File: src/rtl/arith_pkg.sv
// Shared arithmetic definitions: FSM state encodings and the default operand width.
package arith_pkg;

  localparam int unsigned ARITH_N = 8;

  localparam logic [1:0] IDLE = 2'd0;
  localparam logic [1:0] RUN  = 2'd1;
  localparam logic [1:0] DONE = 2'd2;

  typedef enum logic [1:0] {
    StIdle = IDLE,
    StRun  = RUN,
    StDone = DONE
  } state_e;

endpackage

File: src/rtl/RCA.sv
// N-bit ripple-carry adder; the carry chain through N full adders is the critical path.
module RCA #(
  parameter int unsigned N = 8
) (
  input  logic [N-1:0] a,
  input  logic [N-1:0] b,
  input  logic         c_in,
  output logic [N-1:0] s,
  output logic         c_out
);

  logic [N:0] c;

  assign c[0] = c_in;

  for (genvar i = 0; i < N; i++) begin : g_fa
    assign s[i]   = a[i] ^ b[i] ^ c[i];
    assign c[i+1] = (a[i] & b[i]) | (c[i] & (a[i] ^ b[i]));
  end

  assign c_out = c[N];

endmodule

File: src/rtl/shift_add_multiplier.sv
// Sequential unsigned NxN shift-and-add multiplier, one multiplier bit per cycle,
// with valid/ready handshakes on operands and product.
module shift_add_multiplier
  import arith_pkg::*;
#(
  parameter int unsigned N = ARITH_N
) (
  input  logic           clk,
  input  logic           rst_n,
  input  logic           in_valid,
  output logic           in_ready,
  input  logic [N-1:0]   a,
  input  logic [N-1:0]   b,
  output logic           out_valid,
  input  logic           out_ready,
  output logic [2*N-1:0] product
);

  localparam int unsigned   CntW    = $clog2(N + 1);
  localparam logic [CntW-1:0] CntInit = CntW'(N);
  localparam logic [CntW-1:0] CntOne  = CntW'(1);

  state_e           state_q;
  logic [N-1:0]     m_q;
  logic [2*N:0]     p_q;
  logic [CntW-1:0]  cnt_q;
  logic [2*N-1:0]   product_q;
  logic             in_ready_q;
  logic             out_valid_q;

  logic [N-1:0]     addend;
  logic [N-1:0]     sum;
  logic             carry;
  logic [2*N:0]     p_shift;
  logic             unused_p_msb;

  assign addend = p_q[0] ? m_q : '0;

  RCA #(
    .N(N)
  ) u_rca (
    .a    (p_q[2*N-1:N]),
    .b    (addend),
    .c_in (1'b0),
    .s    (sum),
    .c_out(carry)
  );

  // Carry lands in the hi MSB after the shift, so the top bit of P is always zero here.
  assign p_shift      = {1'b0, carry, sum, p_q[N-1:1]};
  assign unused_p_msb = p_q[2*N];

  always_ff @(posedge clk or negedge rst_n) begin
    if (!rst_n) begin
      state_q     <= StIdle;
      in_ready_q  <= 1'b1;
      out_valid_q <= 1'b0;
      m_q         <= '0;
      p_q         <= '0;
      cnt_q       <= '0;
      product_q   <= '0;
    end else begin
      unique case (state_q)
        StIdle: begin
          if (in_valid) begin
            m_q        <= a;
            p_q        <= {1'b0, {N{1'b0}}, b};
            cnt_q      <= CntInit;
            state_q    <= StRun;
            in_ready_q <= 1'b0;
          end
        end
        StRun: begin
          p_q   <= p_shift;
          cnt_q <= cnt_q - CntOne;
          if (cnt_q == CntOne) begin
            product_q   <= p_shift[2*N-1:0];
            state_q     <= StDone;
            out_valid_q <= 1'b1;
          end
        end
        StDone: begin
          if (out_ready) begin
            state_q     <= StIdle;
            out_valid_q <= 1'b0;
            in_ready_q  <= 1'b1;
          end
        end
        default: begin
          state_q     <= StIdle;
          out_valid_q <= 1'b0;
          in_ready_q  <= 1'b1;
        end
      endcase
    end
  end

  assign in_ready  = in_ready_q;
  assign out_valid = out_valid_q;
  assign product   = product_q;

endmodule

File: config.mk
export PLATFORM = sky130hd
export DESIGN_NAME = shift_add_multiplier
export DESIGN_NICKNAME = d
export VERILOG_FILES = /design/src/rtl/arith_pkg.sv /design/src/rtl/RCA.sv /design/src/rtl/shift_add_multiplier.sv
export SDC_FILE = /design/constraint.sdc
export NUM_CORES = 1
export LEC_CHECK = 0
export BUFFER_PORTS_ARGS = -buffer_cell sky130_fd_sc_hd__buf_2
export CORE_MARGIN = 2
export CORE_UTILIZATION = 55
export DETAILED_ROUTE_END_ITERATION = 8
export MAX_ROUTING_LAYER = met4
export PLACE_DENSITY = 0.79
export SLEW_MARGIN = 15
export SYNTH_ARGS = -nofsm -noshare
export SYNTH_HDL_FRONTEND = slang
export SYNTH_SLANG_ARGS = --single-unit
File: constraint.sdc
create_clock -name clk -period 5.2 [get_ports clk]
set_input_delay 0.52 -clock clk [delete_from_list [all_inputs] [get_ports clk]]
set_output_delay 0.52 -clock clk [all_outputs]
set_load 0.02 [all_outputs]
==> results.sh <==
export IMPL_wl_per_cell_um=14.1
export IMPL_drcViolationCount=0
export IMPL_gp_congestion=0.803
export IMPL_cts_setup_buffers=0
export IMPL_endpoint_kind="register"
export IMPL_setup_viol=0
export IMPL_n_antenna_cell=0
export IMPL_ctsResizeCount=0
export IMPL_synth_top_area_share_pct=53.7
export IMPL_viasPerCell=5.34
export IMPL_synth_edf_count=0
export IMPL_postSynthCellCount=182
export IMPL_clkSinkCount=48
export IMPL_antenna_found_initial=0
export IMPL_start_kind="register"
export IMPL_final_seq_area_sq_um=1200
export IMPL_design_core_area_sq_um=3740
export IMPL_die_area_sq_um=4500
export IMPL_synth_top_area_cell="dfrtp_1"
export IMPL_drt_initial_drc_count=69
export IMPL_hold_path_class="in2async"
export IMPL_dp_worst_setup_slack_ns=1.26
export IMPL_cp_required_ns=5.42
export IMPL_grt_first_pass_wirelength_mm=6.38
export IMPL_cts_tree="built"
export IMPL_io_buffer_count=37
export IMPL_drive_above_1_share_pct=32.3
export IMPL_clkTransAtPathRegs_ns=0.09
export IMPL_maxCapViolations=0
export IMPL_grt_usage_pct=20.3
export IMPL_worstSetupPathType="reg2reg"
export IMPL_multi_input_area_sq_um=857
export IMPL_cts_hold_buf=0
export IMPL_cts_root_buf="clkbuf_8"
export IMPL_worstMarginPinSlew_ns=1.00
export IMPL_final_common_cell="dfrtp_1"
export IMPL_drv_slew=0
export IMPL_overflow=0
export IMPL_reg2regPathDepth=11
export IMPL_finalWorstSetupSlack_ns=1.25
export IMPL_start_util_pct=58.5
export IMPL_period_minus_slack_ns=3.95
export IMPL_ys_ff_latch=48
export IMPL_placed_cell_area_sq_um=2380
export IMPL_area_growth_syn_to_layout_pct=13.9
export IMPL_wl_mm=3.77
export IMPL_rrSetupSlack_ns=1.25
export IMPL_syn_num_nets=212
export IMPL_clock_latency_ns=0.30
export IMPL_arrival_ns=4.17
export IMPL_maxSlewHeadroom_pct=33.0
export IMPL_cts_htree_levels=2
export IMPL_period_share_pct=76.0
export IMPL_r2r_start="p_q[0]$_DFFE_PN0P_"
export IMPL_num_vias=1432
export IMPL_grt_pass1_vias=1393
export IMPL_finalSetupTns_ns=0
export IMPL_layout_common_cells="dfrtp_1 (47), buf_2 (37), nand2_1 (36), inv_1 (19), mux2_2 (16)"
export IMPL_rsz0062_at_grt="no"
export IMPL_syn_avg_cell_area_sq_um=12.0
export IMPL_fin_area_sq_um=2490
export IMPL_ys_async_sr_fraction_pct=100
export IMPL_die_h_um=67.1
export IMPL_synth_area_leaders="dfrtp_1 (54%), mux2_2 (8.2%), fa_1 (6.4%)"
export IMPL_synth_cell_area_sq_um=2190
export IMPL_r2r_end="p_q[14]$_DFFE_PN0P_"
export IMPL_dieWidth_um=67.1
export IMPL_p_leak_nw=1.24
export IMPL_ir_drop_mv=0.329
export IMPL_clock_skew_final_ns=0.00419
export IMPL_outcome="finished, final reports clean"
export IMPL_num_io_pins=38
export IMPL_seq_area_frac_synth_pct=54.9
export IMPL_yosys_warnings=0
export IMPL_grt_max_degree=49
export IMPL_nFillCells=300
export IMPL_placement_rows=22
export IMPL_cts_buffers=5
export IMPL_hpwl_mm=2.68
export IMPL_clk_path_buf_depth=2
export IMPL_yosysUniqueCellTypes=33
export IMPL_power_density_nw_per_um2=622
export IMPL_drt_pre_antenna_iters=4
export IMPL_hold_viol=0
export IMPL_ant_nets=0
export IMPL_nets=249
export IMPL_path_max_fanout=9
export IMPL_ys_flop_type="dfrtp_1"
export IMPL_fmax_mhz=253
==> power breakdown <==
| part | switching [mW] | leakage, nW | internal [mW] |
|---|---|---|---|
| logic | 0.353 | 0.585 | 0.278 |
| clock network | 0.122 | 0.0541 | 0.142 |
| registers | 0.114 | 0.598 | 0.543 |
==> layout make-up <==
| cell class | count | share of cell area, % |
|---|---|---|
| clock buffers | 5 | 2.76 |
| clock inverters | 3 | 1.71 |
| inverters | 19 | 2.86 |
| multi-input cells | 107 | 34.4 |
| flip-flops and latches | 48 | 48.2 |
| well taps | 48 | 2.41 |
| repair buffers | 38 | 7.72 |
==> kinds of logic (layout without fill, tap and decap cells) <==
kind of cell	count (synthesis)	after routing	synth area share [%]
compound gates	26	26	8.39
fa+ha+maj	10	10	8.11
buf+inv	27	65	6.28
flops	48	48	54.9
mux	24	24	11.9
simple gates	47	47	10.5
==> metrics by stage <==
| stage | instances | power (mW) | util, % | hold slack (ns) |
|---|---|---|---|---|
| after floorplan | 182 | 1.13 | - | 0.224 |
| after detailed placement | 260 | 1.30 | 63.7 | 0.487 |
| after global routing | 268 | 1.68 | 66.6 | 0.429 |
| final | 268 | 1.55 | 66.6 | 0.384 |
| after global placement | 260 | 1.27 | 63.7 | 0.484 |
| after CTS | 268 | 1.57 | 66.6 | 0.422 |
==> sequential cells by signal (all words and copies together), names as in the netlist <==
signal	count
state_q	2
product	16
in_ready	1
out_valid	1
p_q	16
m_q	8
cnt_q	4
==> critical path, cell delays in order (launching register included) <==
cell and delay [ns]:
dfrtp_1 0.47, and2_1 0.16, ha_1 0.13, inv_1 0.05
fa_1 0.39, fa_1 0.42, fa_1 0.41, fa_1 0.39
fa_1 0.39, fa_1 0.39, fa_1 0.46, o22ai_1 0.20
==> synthesized netlist by cell type (2+ instances only) <==
cell type / number
a22oi_1: 8
dfrtp_1: 47
o22ai_1: 9
inv_1: 19
buf_2: 3
o21ai_0: 2
ha_1: 3
nand3b_1: 2
mux2i_1: 8
nand2_1: 36
mux2_2: 16
nor2_1: 2
fa_1: 7
==> per-layer routing <==
layer,vias up,wire length [um],track usage [%]
met5,-,0,-
met4,0,55,8.42
met3,5,225,5.74
met2,42,1790,29.3
met1,709,1710,27.0
li1,676,-,-
==> worst max path at each step <==
stage / cells after the start / end / start / slack [ns]
after CTS: 11 / p_q[14]$_DFFE_PN0P_ / p_q[0]$_DFFE_PN0P_ / 1.24
after global routing: 11 / p_q[14]$_DFFE_PN0P_ / p_q[0]$_DFFE_PN0P_ / 1.08
after global placement: 11 / p_q[14]$_DFFE_PN0P_ / p_q[0]$_DFFE_PN0P_ / 1.41
after detailed placement: 11 / p_q[14]$_DFFE_PN0P_ / p_q[0]$_DFFE_PN0P_ / 1.26
after floorplan: 12 / p_q[14]$_DFFE_PN0P_ / p_q[0]$_DFFE_PN0P_ / 1.38
final: 11 / p_q[14]$_DFFE_PN0P_ / p_q[0]$_DFFE_PN0P_ / 1.25
Power figures use the tool's default switching activity.
